**src/rtl/ads_frame_reader.sv**
```systemverilog
// Read-frame controller for the ADC serial data port: syncs drdy_n, drives cs_n/sclk/s2p_en, flags words.
// Optional STATUS_CHECK_EN macro builds the status-header check driving status_err.
module ads_frame_reader #(
  parameter int unsigned CLK_DIV   = 4,
  parameter int unsigned WORD_BITS = 24,
  parameter int unsigned N_WORDS   = 9,
  parameter int unsigned CS_SETUP  = 4
) (
  input  logic        clk,
  input  logic        reset,
  input  logic        en,
  input  logic        drdy_n,
  input  logic [23:0] parallel_in,
  output logic        cs_n,
  output logic        sclk,
  output logic        s2p_en,
  output logic        word_valid,
  output logic [3:0]  word_idx,
  output logic        frame_done,
  output logic        busy,
  output logic        overrun,
  output logic        status_err
);

  localparam int unsigned HC_W  = (CLK_DIV > 1) ? $clog2(CLK_DIV) : 1;
  localparam int unsigned BIT_W = $clog2(WORD_BITS + 1);
  localparam int unsigned SU_W  = (CS_SETUP > 1) ? $clog2(CS_SETUP) : 1;
  localparam int unsigned IDX_W = 4;

  typedef enum logic [1:0] {IDLE, SETUP, SHIFT, DONE} state_e;

  state_e             state_q;
  logic               drdy_meta_q, drdy_sync_q, drdy_prev_q;
  logic [HC_W-1:0]    hc_q;
  logic [BIT_W-1:0]   bit_q;
  logic [SU_W-1:0]    setup_q;
  logic [IDX_W-1:0]   word_q;
  logic               cs_n_q, sclk_q, s2p_en_q, busy_q;
  logic               word_valid_q, frame_done_q, overrun_q;
  logic [IDX_W-1:0]   word_idx_q;
  logic               fall_c;
  logic               abort_c;

  assign fall_c  = drdy_prev_q & ~drdy_sync_q;
  assign abort_c = ((state_q == SETUP) || (state_q == SHIFT)) && !en;

  assign cs_n       = cs_n_q;
  assign sclk       = sclk_q;
  assign s2p_en     = s2p_en_q;
  assign busy       = busy_q;
  assign word_valid = word_valid_q;
  assign word_idx   = word_idx_q;
  assign frame_done = frame_done_q;
  assign overrun    = overrun_q;

`ifdef STATUS_CHECK_EN
  logic status_err_q;
  logic unused_low_bits_c;
  assign unused_low_bits_c = ^parallel_in[19:0];
  assign status_err        = status_err_q;
`else
  logic unused_parallel_c;
  assign unused_parallel_c = ^parallel_in;
  assign status_err        = 1'b0;
`endif

  // Frame sequencer; every output is registered so sclk/cs_n are glitch-free.
  always_ff @(posedge clk or posedge reset) begin
    if (reset) begin
      state_q      <= IDLE;
      drdy_meta_q  <= 1'b1;
      drdy_sync_q  <= 1'b1;
      drdy_prev_q  <= 1'b1;
      hc_q         <= '0;
      bit_q        <= '0;
      setup_q      <= '0;
      word_q       <= '0;
      cs_n_q       <= 1'b1;
      sclk_q       <= 1'b0;
      s2p_en_q     <= 1'b0;
      busy_q       <= 1'b0;
      word_valid_q <= 1'b0;
      frame_done_q <= 1'b0;
      overrun_q    <= 1'b0;
      word_idx_q   <= '0;
`ifdef STATUS_CHECK_EN
      status_err_q <= 1'b0;
`endif
    end else begin
      drdy_meta_q  <= drdy_n;
      drdy_sync_q  <= drdy_meta_q;
      drdy_prev_q  <= drdy_sync_q;
      word_valid_q <= 1'b0;
      frame_done_q <= 1'b0;
      overrun_q    <= 1'b0;

      // An edge while a frame runs is reported but never queued.
      if (fall_c && busy_q && en) begin
        overrun_q <= 1'b1;
      end

`ifdef STATUS_CHECK_EN
      if (word_valid_q && (word_idx_q == '0) && (parallel_in[23:20] != 4'hC)) begin
        status_err_q <= 1'b1;
      end
`endif

      if (abort_c) begin
        state_q  <= IDLE;
        cs_n_q   <= 1'b1;
        sclk_q   <= 1'b0;
        s2p_en_q <= 1'b0;
        busy_q   <= 1'b0;
      end else begin
        case (state_q)
          IDLE: begin
            if (fall_c && en) begin
              state_q  <= SETUP;
              cs_n_q   <= 1'b0;
              sclk_q   <= 1'b0;
              s2p_en_q <= 1'b1;
              busy_q   <= 1'b1;
              setup_q  <= '0;
              hc_q     <= '0;
              bit_q    <= '0;
              word_q   <= '0;
`ifdef STATUS_CHECK_EN
              status_err_q <= 1'b0;
`endif
            end
          end
          SETUP: begin
            if (setup_q == SU_W'(CS_SETUP - 1)) begin
              state_q <= SHIFT;
            end else begin
              setup_q <= setup_q + SU_W'(1);
            end
          end
          SHIFT: begin
            if (hc_q == HC_W'(CLK_DIV - 1)) begin
              hc_q   <= '0;
              sclk_q <= ~sclk_q;
              if (!sclk_q) begin
                bit_q <= bit_q + BIT_W'(1);
              end else if (bit_q == BIT_W'(WORD_BITS)) begin
                // Falling edge after the last bit: word complete, next word starts without a gap.
                bit_q        <= '0;
                word_q       <= word_q + IDX_W'(1);
                word_valid_q <= 1'b1;
                word_idx_q   <= word_q;
                if (word_q == IDX_W'(N_WORDS - 1)) begin
                  state_q      <= DONE;
                  cs_n_q       <= 1'b1;
                  s2p_en_q     <= 1'b0;
                  busy_q       <= 1'b0;
                  frame_done_q <= 1'b1;
                end
              end
            end else begin
              hc_q <= hc_q + HC_W'(1);
            end
          end
          DONE: begin
            state_q <= IDLE;
          end
          default: begin
            state_q <= IDLE;
          end
        endcase
      end
    end
  end

endmodule

```
**config.mk**
```make
export PLATFORM = sky130hd
export DESIGN_NAME = ads_frame_reader
export DESIGN_NICKNAME = d
export VERILOG_FILES = /design/src/rtl/ads_frame_reader.sv
export SDC_FILE = /design/constraint.sdc
export NUM_CORES = 1
export LEC_CHECK = 0
export CORE_MARGIN = 3
export CORE_UTILIZATION = 45
export DETAILED_ROUTE_END_ITERATION = 7
export HOLD_SLACK_MARGIN = 0.02
export PLACE_DENSITY = 0.75
export SETUP_SLACK_MARGIN = 0.3
export SLEW_MARGIN = 10
export SYNTH_ARGS = -nofsm -noshare
export SYNTH_HDL_FRONTEND = slang
export SYNTH_SLANG_ARGS = --single-unit
```
**constraint.sdc**
```tcl
create_clock -name clk -period 5.8 [get_ports clk]
set_clock_uncertainty 0.2 [all_clocks]
set_input_delay 0.58 -clock clk [delete_from_list [all_inputs] [get_ports clk]]
set_output_delay 0.58 -clock clk [all_outputs]
set_load 0.01 [all_outputs]
```
* Yosys cells after proc, flatten, opt, wreduce, memory -nomap -nowiden
Cells that the tools add are included.
** Cells by class
- $add $sub $neg :: 4
- Multipliers :: 0
- Divide/modulo/power cells :: 0
- $lt $le $gt $ge :: 0
- Equality and inequality tests :: 19
- Shift-type cells :: 0
- Muxes and demuxes :: 52
- Bitwise gates (word level) :: 4
- Reductions and logical operators :: 18
** Operators with widths (count)
- 2-to-1 mux 1 bit :: 26
- 2-to-1 mux 2 bit :: 10
- 2-to-1 mux 5 bit :: 4
- AND reduction 6 bit :: 3
- 2-to-1 mux 4 bit :: 4
- inequality test 3 x 2 -> 1 bit (second input constant) :: 5
- case mux 5 bit (2 select lines) :: 1
- AND reduction 5 bit :: 2
- equality test 2 bit (second input constant) :: 4
- case mux 2 bit (2 select lines) :: 2
- case mux 2 bit (4 select lines) :: 1
- case mux 4 bit (2 select lines) :: 1
- inequality test 2 bit (second input constant) :: 3
- inequality test 3 bit (second input constant) :: 2
- case mux 1 bit (2 select lines) :: 3
- AND reduction 3 bit :: 2
- adder 5 x 1 -> 5 bit (second input constant) :: 1
- equality test 5 bit (second input constant) :: 1
- adder 2 x 1 -> 2 bit (second input constant) :: 2
- adder 4 x 1 -> 4 bit (second input constant) :: 1
- equality test 4 bit (second input constant) :: 1
- logical AND 1 bit :: 4
- inequality test 2 x 1 -> 1 bit (second input constant) :: 2
- AND reduction 4 bit :: 1
- other kinds (8) :: 11
** Word-level totals
- Register bits after elaboration :: 28
- Bits in latches :: 0
- Bits in writable memories :: 0
- Bits in read-only memories :: 0
- Input bits :: 28
- Output and inout bits :: 12
- Logic and storage cells :: 112
- Memories :: 0

* Logic depth before layout (Yosys ltp)
- Depth after elaboration :: 7
- Gate-level depth with buffers :: 7

* Worst setup path before layout
OpenSTA, ideal clock, no wires.
- Path kind :: register to register
- Start :: reg state_q[0]
- End :: reg bit_q[3]
- Arrival :: 1.732 ns
- Slack :: 3.741 ns
- Cell stages (with the launch flop) :: 8
- Cells stage by stage :: dfrtp_1 inv_1 ha_1 buf_2 nor2_1 a311oi_2 nand2_1 a221o_2
** On the way
- Cells in the longest elaborated chain, start to end :: 5
- Elaborated cells on any way between the ends :: 12
** Ends and longest elaborated chain
- from (decl) :: line 32 : state_e state_q;
- from (signal assigned) :: line 70 : state_q <= IDLE;
- from (signal assigned) :: line 109 : state_q <= IDLE;
- from (signal assigned) :: line 118 : state_q <= SETUP;
- equality test 2 x 1 -> 1 bit or equality test 2 bit (tied branches) :: line 45, 115
- logical OR 1 bit :: line 45 : assign abort_c = ((state_q == SETUP) || (state_q == SHIFT)) && !en;
- logical AND 1 bit :: line 45
- NOT 1 bit (no source line)
- AND reduction 5 bit (no source line)
- to (signal assigned) :: line 144 : bit_q <= bit_q + BIT_W'(1);
- to (decl) :: line 35 : logic [BIT_W-1:0] bit_q;
Parallel ways exist; a longest one is shown, timed or not.
A chain may end at the register's enable or synchronous reset.

* Final worst setup path
Same ends and word-level chain as after synthesis.

==> summary.md <==
| Metric | Value |
|---|---|
| Number of max-cap violations | `0` |
| Top Ports | `40` |
| Netlist cell types | `46` |
| Core ar. | `0.003153 sq mm` |
| Clock buffer depth | `2` |
| Die Wd | `64.43 microns` |
| Flops & latches, synth | `28` |
| Largest net degree at the start of global routing | `29` |
| Vias per Instance | `6.039` |
| ANT nets after route | `0` |
| Final Critical Period | `2738 ps` |
| Setup tns final | `0 ps` |
| # rows | `20` |
| Slew headroom | `0.2916` |
| Die area | `0.004151 sq mm` |
| Starting Density | `0.4873` |
| Peak supply drop | `0.1275 mV` |
| Worst-path clk slew | `140 ps` |
| Syn Std Cell Area | `0.001536 sq mm` |
| Initial antenna violation count | `0` |
| Hpwl dp | `2.360 mm` |
| Critical Path Source Type | `flop` |
| Outcome | `completed` |
| Yosys top cell by area | `dfrtp_1` |
| Syn_area_per_cell | `10.45 sq um` |
| EDFF count, synth | `0` |
| Power Dens Cells | `418.2 mW/mm^2` |
| Post-Syn Nets | `185` |
| Grt total ovfl | `0` |
| CTS sink cnt | `28` |
| Share of layout cells above drive strength 1 | `0.1188` |
| Cells after Synth | `147` |
| DR iter-0 viols | `97` |
| Ys Warns | `0` |
| Vias | `1232` |
| GRT Util Overall | `0.1695` |
| Wire per inst | `15.93 microns` |
| Req. time, crit path | `5830 ps` |
| Period utilisation layout | `0.4721` |
| Register area share after synthesis | `0.4593` |
| RSZ-0062 raised after global routing | `false` |
| Critical Path AT | `2770 ps` |
| Final wirelength | `3.250 mm` |
| P&R area growth vs syn | `13.27%` |
| Root buffer cell | `clkbuf_4` |
| Leakage | `0.7817 nW` |
| Critical-path maximum fanout | `21` |
| NumNets Final | `199` |
| First-pass GRT wire length | `5.513 mm` |
| DP Worst Slack | `2852 ps` |
| Slew at the pin with the worst max-slew slack | `1061 ps` |
| I/O Buffers | `14` |
| CTS resizes | `0` |
| Ant diodes | `0` |
| R2R Setup Slk | `3060 ps` |
| Fillers | `280` |
| Die H | `64.43 microns` |
| Final Wtd Congestion | `0.8227` |
| Drt drc | `0` |
| Number of global-route vias before repair | `1176` |
| Worst setup margin | `3062 ps` |
| Final setup violation count | `0` |
| Post-CTS Hold Buffers | `0` |
| M1 wire length | `1.376 mm` |
| Ys flop type | `dfrtp_1` |
| Htree depth | `1` |
| Ys async rst share | `1.000` |
| Worst-skew pair later-pin latency | `330 ps` |
| Post-synth top area share | `0.3909` |
| Met3 wire len | `112 microns` |
| Critical path class | `flop to flop` |
| Max frequency | `365.2 MHz` |
| Number of detailed-route iterations in the first pass | `4` |
| Met2 WL | `1.664 mm` |
| Post-CTS setup buffers | `0` |
| CTS Buf Count | `3` |
| Top layer used by detailed routing | `met4` |
| Worst min-delay path class | `flop to flop` |
| Ranking of synthesized cells by area | `dfrtp_1 39%, ha_1 8.1%, dfstp_2 6.8%, o21ai_0 3.3%, mux2_2 2.9%` |
| CP endpoint kind | `flop` |
| Post-layout util | `0.5520` |
| Slew Limit Fails | `0` |
| Final hold vios | `0` |
| Tot Pwr | `0.7279 mW` |
| CTS tree | `yes` |
==> cells in the final DEF, fill, tap and decap left out, drive strengths merged, types with 5 or more instances in the layout <==
master	Yosys	final
clkdlybuf4s50	0	14
dfrtp	24	24
ha	10	10
inv	11	11
nand2	9	9
nand2b	6	6
nand3	5	5
nor2	6	6
o21ai	10	10
==> report_power, final <==
| group | total (mW) | internal, mW | switching (mW) | leakage [nW] |
|---|---|---|---|---|
| registers | 0.279 | 0.239 | 0.0401 | 0.368 |
| logic | 0.353 | 0.138 | 0.214 | 0.393 |
| clock network | 0.0963 | 0.0385 | 0.0578 | 0.0210 |
==> cell families (layout without fill, tap and decap cells) <==
group | after synthesis | after routing | synth area share
buf+inv | 16 | 29 | 0.04478
other cells | 1 | 1 | 0.002441
compound gates | 39 | 39 | 0.1897
flops | 28 | 28 | 0.4593
simple gates | 47 | 47 | 0.1800
mux | 6 | 6 | 0.04234
fa+ha+maj | 10 | 10 | 0.08143
==> area by class of cell <==
type	instances	area (sq um)	area share
Multi-Input combinational cell	103	762.0	0.4378
Inverter	11	41.29	0.02372
Timing Repair Buffer	14	140.1	0.08052
Clock buffer	4	36.28	0.02085
Tap cell	44	55.05	0.03163
Sequential cell	28	705.7	0.4055
==> sequential cells by signal (all words and copies together) (netlist names) <==
| register | count |
|---|---|
| bit_q | 5 |
| word_idx | 4 |
| word_q | 4 |
| hc_q | 2 |
| setup_q | 2 |
| state_q | 2 |
| busy | 1 |
| cs_n | 1 |
| drdy_meta_q | 1 |
| drdy_prev_q | 1 |
| drdy_sync_q | 1 |
| frame_done | 1 |
| overrun | 1 |
| sclk | 1 |
| word_valid | 1 |
==> per-layer routing <==
metal | track usage | vias up
met5 | 0 | -
met4 | 0.08443 | 0
met3 | 0.02426 | 12
met2 | 0.2848 | 33
met1 | 0.2127 | 619
li1 | - | 568
==> synth_stat cells, types with 3 or more instances <==
master,count
a21o_1,4
a21oi_1,3
dfrtp_1,24
dfstp_2,4
ha_1,10
inv_1,11
mux2_2,4
nand2_1,9
nand2b_1,6
nand3_1,5
nor2_1,6
nor2b_1,4
nor4_1,3
o211ai_1,4
o21ai_0,10
o311ai_0,4
==> critical path, stage by stage, from the launching register on <==
cell and delay (ps):
dfrtp_1 440, inv_1 110, ha_1 640, nor2_1 250
a311oi_2 370, nand2_1 190, a221o_2 420
==> metrics by stage <==
step	hold slack, ps	std cells	instance area, sq um
detailed placement	153.0	200	1704
global placement	146.6	200	1704
finish	170.3	204	1740
CTS	172.8	204	1740
floorplan	145.2	147	1536
global route	177.7	204	1740
==> worst paths after layout <==
kind | startpoint | end | cells past startpoint
max | state_q[0]$_DFFE_PP0P_ | bit_q[3]$_DFFE_PP0P_ | 6
min | drdy_meta_q$_DFF_PP1_ | drdy_sync_q$_DFF_PP1_ | 0
max reg2reg | state_q[0]$_DFFE_PP0P_ | bit_q[3]$_DFFE_PP0P_ | 6
min reg2reg | drdy_meta_q$_DFF_PP1_ | drdy_sync_q$_DFF_PP1_ | 0
max in group asynchronous | reset | state_q[0]$_DFFE_PP0P_ | 2
min in group asynchronous | reset | word_idx[1]$_DFFE_PP0P_ | 2
Power figures use the tool's default switching activity.
